==> src/rtl/pll_phase_ctrl.sv <==
// pll_phase_ctrl: sequencer for the ECP5 EHXPLLL dynamic phase-shift port.
// Issues N active-low PHASESTEP pulses on a selected output with fixed
// setup/pulse/gap timing, supervises LOCK, and produces the downstream reset.
module pll_phase_ctrl #(
   parameter int SETUP_CYC = 4,
   parameter int PULSE_CYC = 4,
   parameter int GAP_CYC   = 8,
   parameter int LOCK_WAIT = 1024,
   parameter int CNT_W     = 6
) (
   input  logic             clk,
   input  logic             reset,
   input  logic             pll_locked,
   input  logic             req_valid,
   output logic             req_ready,
   input  logic [1:0]       req_sel,
   input  logic             req_dir,
   input  logic [CNT_W-1:0] req_steps,
   output logic             busy,
   output logic             done,
   output logic             aborted,
   output logic [CNT_W-1:0] steps_done,
   output logic [1:0]       pll_phasesel,
   output logic             pll_phasedir,
   output logic             pll_phasestep,
   output logic             pll_phaseloadreg,
   output logic             rst_out,
   output logic             lock_lost,
   input  logic             lock_lost_clr
);

   localparam int                LCNT_W   = $clog2(LOCK_WAIT);
   localparam logic [LCNT_W-1:0] LCNT_MAX = LCNT_W'(LOCK_WAIT - 1);
   localparam int                CYC_W    = 16;

   typedef enum logic [1:0] {IDLE, SETUP, PULSE, GAP} state_t;

   state_t             state_q, state_d;
   logic [CYC_W-1:0]   cyc_q, cyc_d;
   logic [CNT_W-1:0]   step_cnt_q, step_cnt_d;
   logic [CNT_W-1:0]   steps_q, steps_d;
   logic [CNT_W-1:0]   steps_done_q, steps_done_d;
   logic [1:0]         sel_q, sel_d;
   logic               dir_q, dir_d;
   logic               phasestep_q, phasestep_d;
   logic               done_q, done_d;
   logic               aborted_q, aborted_d;

   logic               lock_meta_q, lock_s_q;
   logic [LCNT_W-1:0]  lock_cnt_q;
   logic               rst_out_q;
   logic               lock_lost_q;
   logic               accept;

   // Lock synchroniser, lock-stable counter, downstream reset and sticky lock-loss flag
   always_ff @(posedge clk or posedge reset) begin
      if (reset) begin
         lock_meta_q <= 1'b0;
         lock_s_q    <= 1'b0;
         lock_cnt_q  <= '0;
         rst_out_q   <= 1'b1;
         lock_lost_q <= 1'b0;
      end else begin
         lock_meta_q <= pll_locked;
         lock_s_q    <= lock_meta_q;
         if (!lock_s_q) begin
            lock_cnt_q <= '0;
            rst_out_q  <= 1'b1;
         end else if (lock_cnt_q == LCNT_MAX) begin
            rst_out_q  <= 1'b0;
         end else begin
            lock_cnt_q <= lock_cnt_q + LCNT_W'(1);
         end
         // a new loss event takes priority over a clear in the same cycle
         if (!lock_s_q && !rst_out_q) begin
            lock_lost_q <= 1'b1;
         end else if (lock_lost_clr) begin
            lock_lost_q <= 1'b0;
         end
      end
   end

   // Sequencer state and registered pin drivers
   always_ff @(posedge clk or posedge reset) begin
      if (reset) begin
         state_q      <= IDLE;
         cyc_q        <= '0;
         step_cnt_q   <= '0;
         steps_q      <= '0;
         steps_done_q <= '0;
         sel_q        <= '0;
         dir_q        <= 1'b0;
         phasestep_q  <= 1'b1;
         done_q       <= 1'b0;
         aborted_q    <= 1'b0;
      end else begin
         state_q      <= state_d;
         cyc_q        <= cyc_d;
         step_cnt_q   <= step_cnt_d;
         steps_q      <= steps_d;
         steps_done_q <= steps_done_d;
         sel_q        <= sel_d;
         dir_q        <= dir_d;
         phasestep_q  <= phasestep_d;
         done_q       <= done_d;
         aborted_q    <= aborted_d;
      end
   end

   assign req_ready = (state_q == IDLE) && !rst_out_q;
   assign accept    = req_valid && req_ready;

   // Next-state: request acceptance, per-state timing, step counting, lock-loss abort
   always_comb begin
      state_d      = state_q;
      cyc_d        = cyc_q;
      step_cnt_d   = step_cnt_q;
      steps_d      = steps_q;
      steps_done_d = steps_done_q;
      sel_d        = sel_q;
      dir_d        = dir_q;
      done_d       = 1'b0;
      aborted_d    = aborted_q;

      unique case (state_q)
         IDLE: begin
            if (accept) begin
               sel_d      = req_sel;
               dir_d      = req_dir;
               steps_d    = req_steps;
               step_cnt_d = '0;
               if (req_steps == '0) begin
                  done_d       = 1'b1;
                  aborted_d    = 1'b0;
                  steps_done_d = '0;
               end else begin
                  state_d = SETUP;
                  cyc_d   = CYC_W'(SETUP_CYC - 1);
               end
            end
         end
         SETUP: begin
            if (cyc_q == '0) begin
               state_d    = PULSE;
               cyc_d      = CYC_W'(PULSE_CYC - 1);
               step_cnt_d = step_cnt_q + CNT_W'(1);
            end else begin
               cyc_d = cyc_q - CYC_W'(1);
            end
         end
         PULSE: begin
            if (cyc_q == '0) begin
               state_d = GAP;
               cyc_d   = CYC_W'(GAP_CYC - 1);
            end else begin
               cyc_d = cyc_q - CYC_W'(1);
            end
         end
         GAP: begin
            if (cyc_q == '0) begin
               if (step_cnt_q < steps_q) begin
                  state_d    = PULSE;
                  cyc_d      = CYC_W'(PULSE_CYC - 1);
                  step_cnt_d = step_cnt_q + CNT_W'(1);
               end else begin
                  state_d      = IDLE;
                  done_d       = 1'b1;
                  aborted_d    = 1'b0;
                  steps_done_d = step_cnt_q;
               end
            end else begin
               cyc_d = cyc_q - CYC_W'(1);
            end
         end
      endcase

      // lock loss overrides whatever the sequencer was about to do;
      // a pulse already started is counted even though it is cut short
      if (state_q != IDLE && !lock_s_q) begin
         state_d      = IDLE;
         step_cnt_d   = step_cnt_q;
         done_d       = 1'b1;
         aborted_d    = 1'b1;
         steps_done_d = step_cnt_q;
      end

      phasestep_d = (state_d != PULSE);
   end

   assign busy             = (state_q != IDLE);
   assign done             = done_q;
   assign aborted          = aborted_q;
   assign steps_done       = steps_done_q;
   assign pll_phasesel     = sel_q;
   assign pll_phasedir     = dir_q;
   assign pll_phasestep    = phasestep_q;
   assign pll_phaseloadreg = 1'b1;
   assign rst_out          = rst_out_q;
   assign lock_lost        = lock_lost_q;

endmodule
==> config.mk <==
export PLATFORM = sky130hd
export DESIGN_NAME = pll_phase_ctrl
export DESIGN_NICKNAME = d
export VERILOG_FILES = /design/src/rtl/pll_phase_ctrl.sv
export SDC_FILE = /design/constraint.sdc
export NUM_CORES = 1
export LEC_CHECK = 0
export ABC_AREA = 1
export BUFFER_PORTS_ARGS = -buffer_cell sky130_fd_sc_hd__buf_2
export CORE_ASPECT_RATIO = 1.75
export CORE_MARGIN = 2
export CORE_UTILIZATION = 41
export DETAILED_ROUTE_END_ITERATION = 10
export PLACE_DENSITY = 0.65
export SLEW_MARGIN = 10
export SYNTH_ARGS = -nofsm -noshare
export SYNTH_HDL_FRONTEND = slang
export SYNTH_SLANG_ARGS = --single-unit
==> constraint.sdc <==
create_clock -name clk -period 2.4 [get_ports clk]
set_clock_uncertainty 0.15 [all_clocks]
set_input_delay 0.36 -clock clk [delete_from_list [all_inputs] [get_ports clk]]
set_output_delay 0.36 -clock clk [all_outputs]
set_load 0.01 [all_outputs]
==> metrics.cfg, run 1 <==
[detailed_routing]
dr.pass1.iters=4
wirelength_um=7728
wire_per_inst_um=13.14
vias=3020
drcViolationCount=0
drt_iter0_drc=139
vias_per_cell=5.136
ant_nets=0

[synth]
syn_area_um2=3352
synth_edf_count=0
async_flop_share_pct=100.0
syn_inst=461
yosysWarnings=0
seq_area_frac_synth_pct=41.88
synth.net_count=489
yosys_most_used_dff=dfrtp_1
avgSynthCellArea_um2=7.271
synth_cell_types=33
ys_seq_elements=56

[critical_path]
cp-end-kind=flop
worst_path_max_delay_cell=dfrtp_1
path_class=flop to flop
critical_path_arrival_ns=2.24
path_cells=inv_1, ha_1, inv_2, nor2_4, nand2_2, inv_2, nand2_1, nand2_2, nand2_4, inv_6, o21ai_0, nand2_1, inv_1
path_buf_inv=5
crit_family=simple AND/OR/NAND/NOR gates
slowest_delay_ns=0.41
startpoint_type=flop
worst-path-max-fanout=16
crit_required_ns=2.44

[sta]
slew_headroom_pct=64.03
setup_slack_ns=0.2028
period_needed_ns=2.197
slew_viol_final=0
tightest_slew_ns=0.5382
setup_viol=0
rsz0062_at_grt=no
final-hold-violation-count=0
max_freq_ghz=0.4551
finalCritPeriodShare_pct=91.55
fin_tns_setup_ns=0

[pwr]
p_per_area_nw_per_um2=460.4
leakage_uw=0.001964
total_power_uw=1733
ir_drop_uv=482.4

[cells_and_area]
drive_above_1_share_pct=14.06
mostFrequentLayoutCells=141 x nand2_1, 54 x dfrtp_1, 51 x inv_1, 51 x nand3_1, 49 x nor2_1
final_common_cell=nand2_1
nNetsFinal=525
area.growth.synth_to_final_pct=12.32
stdcell_count=588
fin_util_pct=47.60
antenna_cells=0

[floorplan]
fp.dieArea_um2=8944
core.rowCount=43
io_pins=31
core-area_um2=7909
die_h_um=123.6
die_w_um=72.35
start_util_pct=42.38

[placement]
port_buffers=29
preCtsSetupSlack_ns=0.1211
post-dp-hpwl_um=5782
gp_congestion=0.9367
place_inst=579

[global_routing]
grt_overflow=0
grt_pass1_wl_um=13300
track_usage_pct=18.84
grt_antenna_before_repair=0
grt_pass1_vias=2911
grt_max_degree=27

[clock_tree]
cts_num_sinks=56
cts_made_buffers=5
cts_tree=built
insertion_delay_ns=0.30
root_buffer=clkbuf_16
cts.path.max_buffers=2
cts_max_level=2
cts.clk_slew.worst_paths_ns=0.07
post-cts-setup-buffers=0

[run_status]
status=completed

[hold_path]
hp-class=input pin to flop

[run]
maxCapViolations=0

[through the flow]
stage / hold WS, ns / cell area [um^2]
6_report: 0.01995 / 3765
5_1_grt: 0.01531 / 3765
4_1_cts: 0.01235 / 3760
3_5_place_dp: 0.1364 / 3608
3_3_place_gp: 0.1357 / 3608
2_1_floorplan: 0.1812 / 3352
[metal layers]
metal  global-route usage (%)  up-vias  share of wire, %
li1                         -     1530                 -
met1                    21.75     1424                42
met2                    34.63       56                53
met3                    2.751       10               3.1
met4                    6.840        0               1.8
met5                        0        -                 0
[synthesized netlist by cell type (3+ instances only)]
cell | count | share of area (%)
xor2_1 | 3 | 0.78
dfrtp_1 | 54 | 40
ha_1 | 14 | 5.2
clkbuf_1 | 3 | 0.34
nor3_1 | 5 | 0.75
inv_1 | 52 | 5.8
nand3_1 | 51 | 7.6
buf_4 | 3 | 0.67
nand4_1 | 8 | 1.5
nor2_2 | 4 | 0.75
inv_2 | 3 | 0.34
o21ai_0 | 19 | 2.8
nor2_1 | 49 | 5.5
or2_2 | 3 | 0.56
o21ai_2 | 7 | 1.8
a21oi_1 | 19 | 2.8
clkinv_1 | 3 | 0.34
nand2_1 | 141 | 16
[state kept, by name (all words and copies together) (netlist names), 2 cells and up]
register,flops
steps_q,6
state_q,2
step_cnt_q,6
cyc_q,16
pll_phasesel,2
steps_done,6
lock_cnt_q,10
[power breakdown]
part | internal (uW) | switching (uW) | total [uW]
clock | 393 | 339 | 732
sequential | 949 | 7.26 | 956
combinational | 15.2 | 30.0 | 45.2
total | 1360 | 377 | 1730
[logic make-up (layout without fill, tap and decap cells)]
family	after synthesis	count (layout)	share of synthesized area, %
buf+inv	67	104	8.324
flops	56	56	41.88
compound gates	52	52	9.034
xor+xnor	3	3	0.7840
other cells	1	1	0.1119
fa+ha+maj	14	14	5.226
simple gates	268	268	34.64
[area by class of cell]
| class | count | area, um^2 |
|---|---|---|
| fill | 785 | 4144 |
| multi-input combinational | 338 | 1669 |
| sequential | 56 | 1404 |
| inverter | 58 | 222.7 |
| timing repair buffer | 38 | 215.2 |
| clock buffer | 7 | 132.6 |
| tap | 90 | 112.6 |
| clock inverter | 1 | 8.758 |
[worst paths after layout]
path	startpoint	to	slack [ns]	cells past startpoint
max in group asynchronous	reset	step_cnt_q[2]	1.09	4
max	state_q[0]	cyc_q[13]	0.20	13
max reg2reg	state_q[0]	cyc_q[13]	0.20	13
min	pll_locked	lock_meta_q	0.02	1
min in group asynchronous	reset	cyc_q[2]	0.36	3
min reg2reg	lock_meta_q	lock_s_q	0.20	0
[worst register-to-register path, cell delays in order, from the launching register on]
cell and delay (ns):
dfrtp_1 0.41, inv_1 0.17, ha_1 0.21, inv_2 0.07, nor2_4 0.09, nand2_2 0.15, inv_2 0.09, nand2_1 0.08
nand2_2 0.14, nand2_4 0.16, inv_6 0.16, o21ai_0 0.10, nand2_1 0.07, inv_1 0.03
[repair_timing]
action	CTS	global route
endpoints found under the setup margin	0	3
hold endpoints to repair	7	0
resized for setup	0	3
hold buffers	1	0
(Power assumes the default switching activity.)
==> inputs of run 2 (changes only) <==
--- a/config.mk
+++ b/config.mk
@@ -11,6 +11,7 @@
 export CORE_MARGIN = 2
 export CORE_UTILIZATION = 41
 export DETAILED_ROUTE_END_ITERATION = 10
+export MAX_ROUTING_LAYER = met4
 export PLACE_DENSITY = 0.65
 export SLEW_MARGIN = 10
 export SYNTH_ARGS = -nofsm -noshare
==> run 2 against run 1 <==
Cell area is 0.20% lower. Die area did not move. Sequential power hardly changed. Non-clock buffer count down 1. Clock power rose by 3%. Sequential share of layout area rose by 0.075 points. Wire length is 0.10% higher. Combinational power is 0.9% lower. Via count is 1.6% higher. Largest cell class unchanged. Largest power group unchanged.
==> metrics.cfg, run 2 (synthesized netlist as in run 1, its figures left out) <==
[run_status]
status=completed

[global_routing]
grt_pass1_wl_um=13390  ; +0.68%
grt_antenna_before_repair=0  ; unchanged
grt_overflow=0  ; unchanged
track_usage_pct=19.65  ; +0.81 points
grt_max_degree=27  ; unchanged
grt_pass1_vias=3077  ; +5.7%

[cells_and_area]
final_common_cell=nand2_1
stdcell_area_um2=3757  ; -0.20%
mostFrequentLayoutCells=141 x nand2_1, 54 x dfrtp_1, 51 x inv_1, 51 x nand3_1, 49 x nor2_1
multi_input_area_um2=1669  ; unchanged
nNetsFinal=524  ; -0.19%
reg.largest.list=cyc_q (16), lock_cnt_q (10)
top_register=cyc_q
fillers=791  ; +0.76%
area.growth.synth_to_final_pct=12.09
antenna_cells=0  ; unchanged
drive_above_1_share_pct=14.08  ; +0.028 points
largest_register_ffs=16  ; unchanged
stdcell_count=587  ; -0.17%
seqCellArea_um2=1404  ; unchanged

[placement]
post-dp-hpwl_um=5946  ; +2.8%
gp_congestion=0.9375  ; about the same
placed_cell_area_um2=3601  ; -0.21%
port_buffers=29  ; unchanged
place_inst=578  ; -0.17%

[detailed_routing]
top_layer=met4
dr.pass1.iters=4  ; unchanged
ant_nets=0  ; unchanged
route.met3.wl_um=250  ; +2.9%
drt_iter0_drc=201  ; +45%
wire_per_inst_um=13.18  ; +0.27%
route.met2.wl_um=4116  ; +0.15%
drcViolationCount=0  ; unchanged
wirelength_um=7736  ; +0.10%
vias_per_cell=5.225  ; +1.7%
vias=3067  ; +1.6%
wl_met1_um=3065  ; -5.2%

[critical_path]
path_class=flop to flop
cp-end-kind=flop
startpoint_type=flop
r2r_cells=13  ; unchanged
worst-path-max-fanout=14  ; -2
critical_path_arrival_ns=2.23  ; about the same
crit_required_ns=2.44  ; about the same

[clock_tree]
cts_tree=built
insertion_delay_ns=0.30  ; about the same
cts_num_sinks=56  ; unchanged
post-cts-setup-buffers=0  ; unchanged
cts.path.max_buffers=2  ; unchanged
cts_made_buffers=5  ; unchanged
cts_max_level=2  ; unchanged
cts.clk_slew.worst_paths_ns=0.07  ; about the same
root_buffer=clkbuf_16
cts_resized=0  ; unchanged

[pwr]
ir_drop_uv=388.8  ; -19%
p_per_area_nw_per_um2=466.3  ; +1.3%
leakage_uw=0.001962  ; about the same

[floorplan]
core-area_um2=7909  ; unchanged
io_pins=31  ; unchanged
core.rowCount=43  ; unchanged
die_h_um=123.6  ; unchanged
die_w_um=72.35  ; unchanged
fp.dieArea_um2=8944  ; unchanged
start_util_pct=42.38  ; unchanged

[hold_path]
hp-class=input pin to flop
hold_depth=1  ; unchanged

[sta]
hold_ws_ns=0.01187  ; -0.008088 ns
rsz0062_at_grt=no
tightest_slew_ns=0.5484  ; +0.01022 ns
finalCritPeriodShare_pct=91.52  ; about the same
fin_tns_setup_ns=0  ; unchanged
slew_headroom_pct=63.38  ; -0.65 points
final-hold-violation-count=0  ; unchanged
max_freq_ghz=0.4553  ; about the same
setup_viol=0  ; unchanged
slew_viol_final=0  ; unchanged
period_needed_ns=2.196  ; -0.0008690 ns

[run]
maxCapViolations=0  ; unchanged

==> run 2: layout make-up <==
class / count / area share [%]
clock buffer: 6 / 3.430
clock inverter: 2 / 0.4662
inverter: 58 / 5.794
multi-input combinational: 338 / 44.42
sequential: 56 / 37.36
tap: 90 / 2.997
timing repair buffer: 37 / 5.528
==> run 2: critical path, stage by stage, from the launching register on <==
cell	delay (ns)
dfrtp_1	0.42
inv_1	0.15
ha_1	0.20
inv_2	0.07
nor2_4	0.09
nand2_2	0.15
inv_2	0.09
nand2_1	0.08
nand2_2	0.14
nand2_4	0.11
inv_2	0.20
o21ai_0	0.12
nand2_1	0.08
inv_1	0.04
==> run 2: stage by stage <==
stage / util (%) / setup slack, ns / total power, uW
after floorplan: - / 0.3736 / 997.0
after global placement: 45.53 / 0.3010 / 1018
after detailed placement: 45.53 / 0.2251 / 1020
after CTS: 47.51 / 0.1931 / 1772
after global routing: 47.51 / 0.004119 / 1818
final: 47.51 / 0.2036 / 1752
==> run 2: worst paths after layout <==
kind / from / end / slack (ns)
worst min-delay path: pll_locked / lock_meta_q / 0.01
max in group asynchronous: reset / steps_done[3] / 0.93
worst min register to register: lock_meta_q / lock_s_q / 0.20
worst max register to register: state_q[0] / cyc_q[13] / 0.20
worst max-delay path: state_q[0] / cyc_q[13] / 0.20
min in group asynchronous: reset / lock_cnt_q[3] / 0.51
==> run 2: layer usage <==
| layer | up-vias | GRT usage (%) |
|---|---|---|
| met3 | 22 | 2.670 |
| met2 | 78 | 34.75 |
| met4 | 0 | 11.08 |
| li1 | 1533 | - |
| met1 | 1434 | 20.66 |
| met5 | - | - |
==> run 2: report_power, final <==
group / leakage (uW) / internal [uW] / switching, uW / total (uW)
registers: 0.000727 / 948 / 6.81 / 955
clock network: 0.0000719 / 396 / 356 / 752
logic: 0.00116 / 15.3 / 29.5 / 44.8
total: 0.00196 / 1360 / 392 / 1750
==> run 2: timing repair <==
action,CTS,global route
setup endpoints to repair,0,0
endpoints found under the hold margin,22,0
hold buffers,1,0
==> inputs of run 3 (changes only) <==
--- a/config.mk
+++ b/config.mk
@@ -8,7 +8,6 @@
 export ABC_AREA = 1
 export BUFFER_PORTS_ARGS = -buffer_cell sky130_fd_sc_hd__buf_2
 export CORE_ASPECT_RATIO = 1.75
-export CORE_MARGIN = 2
 export CORE_UTILIZATION = 41
 export DETAILED_ROUTE_END_ITERATION = 10
 export MAX_ROUTING_LAYER = met4
==> run 3 against run 2 <==
Power fell by 1.3%. Highest routed layer unchanged. Largest cell class unchanged. Largest power group unchanged. Final cell count unchanged. Die area decreased by 4.3%. First-iteration DRC count decreased by 11%. Hold slack better by 0.0023 ns. Critical endpoint unchanged. Sequential cell count is the same. Register-to-register slack hardly changed. Combinational power fell by 1%.
==> metrics.cfg, run 3 (synthesized netlist as in run 1, its figures left out) <==
[critical_path]
worst-path-max-fanout=14  ; unchanged
path_cells=inv_1, ha_1, inv_2, nor2_4, nand2_2, inv_2, nand2_1, nand2_2, nand2_4, inv_2, o21ai_0, nand2_1, inv_1
crit_required_ns=2.44  ; about the same
cpMostUsedCell=inv_2
cp-end-kind=flop
path_class=flop to flop
path_buf_inv=5  ; unchanged
slowest_delay_ns=0.42  ; about the same
critical_path_arrival_ns=2.25  ; +0.02 ns
startpoint_type=flop
worst_path_max_delay_cell=dfrtp_1
crit_family=simple AND/OR/NAND/NOR gates

[clock_tree]
root_buffer=clkbuf_16
post-cts-setup-buffers=0  ; unchanged
cts_tree=built
cts_num_sinks=56  ; unchanged
cts_max_level=2  ; unchanged
cts_made_buffers=5  ; unchanged
cts.path.max_buffers=2  ; unchanged
insertion_delay_ns=0.30  ; about the same
cts.clk_slew.worst_paths_ns=0.07  ; about the same

[run_status]
status=completed

[detailed_routing]
vias_per_cell=5.111  ; -2.2%
vias=3000  ; -2.2%
wirelength_um=7580  ; -2.0%
drt_iter0_drc=179  ; -11%
dr.pass1.iters=4  ; unchanged
wire_per_inst_um=12.91  ; -2.0%
ant_nets=0  ; unchanged
drcViolationCount=0  ; unchanged

[pwr]
pwr-share-comb_pct=2.6  ; about the same
ir_drop_uv=526.5  ; +35%
p_int_uw=1354  ; -0.43%
netSwitchingFraction_pct=21.69  ; -0.69 points
power.switching_uw=375.1  ; -4.3%
clock_power_share_pct=42.2  ; -0.7 points
seq_power_share_pct=55.3  ; +0.8 points
total_power_uw=1729  ; -1.3%
leakage_uw=0.001961  ; about the same
p_per_area_nw_per_um2=460.7  ; -1.2%

[global_routing]
grt_pass1_wl_um=13170  ; -1.7%
grt_overflow=0  ; unchanged
grt_antenna_before_repair=0  ; unchanged
track_usage_pct=19.90  ; +0.25 points
grt_pass1_vias=2922  ; -5.0%
grt_max_degree=25  ; -7.4%

[sta]
final-hold-violation-count=0  ; unchanged
tightest_slew_ns=0.5451  ; -0.003302 ns
finalCritPeriodShare_pct=92.11  ; +0.60 points
rsz0062_at_grt=no
fin_tns_setup_ns=0  ; unchanged
hold_ws_ns=0.01419  ; +0.002320 ns
max_freq_ghz=0.4524  ; -0.65%
setup_viol=0  ; unchanged
period_needed_ns=2.211  ; +0.01428 ns
slew_headroom_pct=63.57  ; +0.19 points
slew_viol_final=0  ; unchanged

[placement]
gp_congestion=0.9592  ; +2.3%
post-dp-hpwl_um=5853  ; -1.6%
port_buffers=29  ; unchanged
place_inst=578  ; unchanged

[cells_and_area]
largest_register_ffs=16  ; unchanged
reg.largest.list=cyc_q (16), lock_cnt_q (10)
multi_input_area_um2=1669  ; unchanged
antenna_cells=0  ; unchanged
mostFrequentLayoutCells=141 x nand2_1, 54 x dfrtp_1, 51 x inv_1, 51 x nand3_1, 49 x nor2_1
fillers=773  ; -2.3%
drive_above_1_share_pct=14.08  ; unchanged
seqCellArea_um2=1404  ; unchanged
top_register=cyc_q
stdcell_count=587  ; unchanged
nNetsFinal=524  ; unchanged
final_common_cell=nand2_1
area.growth.synth_to_final_pct=11.98  ; about the same

[floorplan]
start_util_pct=42.38  ; unchanged
fp.dieArea_um2=8556  ; -4.3%
die_h_um=121.6  ; -1.6%
core-area_um2=7909  ; unchanged
die_w_um=70.35  ; -2.8%
io_pins=31  ; unchanged
core.rowCount=43  ; unchanged

[run]
maxCapViolations=0  ; unchanged

[hold_path]
hp-class=input pin to flop

run 3: cell types whose count changed in the layout (fill, tap and decap cells not counted):
cell / before / now
clkinv_2: 0 / 1
inv_6: 2 / 1
run 3: worst reg2reg max path, stage by stage, from the launching register on:
cell	delay, ns
dfrtp_1	0.42
inv_1	0.16
ha_1	0.21
inv_2	0.07
nor2_4	0.09
nand2_2	0.15
inv_2	0.09
nand2_1	0.08
nand2_2	0.15
nand2_4	0.09
inv_2	0.21
o21ai_0	0.13
nand2_1	0.08
inv_1	0.03
run 3: timing repair:
item	4_1_cts	5_1_grt
hold buffers	1	0
setup endpoints to repair	0	0
hold endpoints to repair	17	0
resized for setup	0	0
run 3: metrics by stage:
stage / utilization [%] / instance area (um^2) / setup slack, ns
floorplan: - / 3352 / 0.3736
global placement: 45.53 / 3601 / 0.3113
detailed placement: 45.53 / 3601 / 0.2198
CTS: 47.46 / 3754 / 0.1970
global route: 47.46 / 3754 / 0.01727
finish: 47.46 / 3754 / 0.1893
run 3: layer usage:
metal  track usage, %  routed length (um)
met1            22.64                3126
met4            9.000                 227
met2            34.46                4009
met3            2.647                 217
met5                -                   0
run 3: cell type report:
cell class	count	area share [%]
clock inverter	2	0.3667
tap	90	3.000
clock buffer	6	3.433
multi-input combinational	338	44.47
inverter	58	5.800
sequential	56	37.40
timing repair buffer	37	5.533
run 3: final timing paths:
kind                        startpoint            end  slack (ns)  depth (start not counted)
max                         state_q[0]      cyc_q[13]        0.19                         13
min                         pll_locked    lock_meta_q        0.01                          1
max reg2reg                 state_q[0]      cyc_q[13]        0.19                         13
min reg2reg                lock_meta_q       lock_s_q        0.20                          0
max in group asynchronous        reset  step_cnt_q[3]        0.97                          4
min in group asynchronous        reset       cyc_q[0]        0.45                          3
run 3: power by group through the flow:
stage / Combinational [uW] / Sequential, uW / Clock (uW)
after global placement: 43.9 / 974 / 0
after global routing: 53.7 / 956 / 770
after CTS: 46.4 / 955 / 746
final: 44.2 / 956 / 730
after floorplan: 26.4 / 971 / 0
after detailed placement: 45.2 / 974 / 0
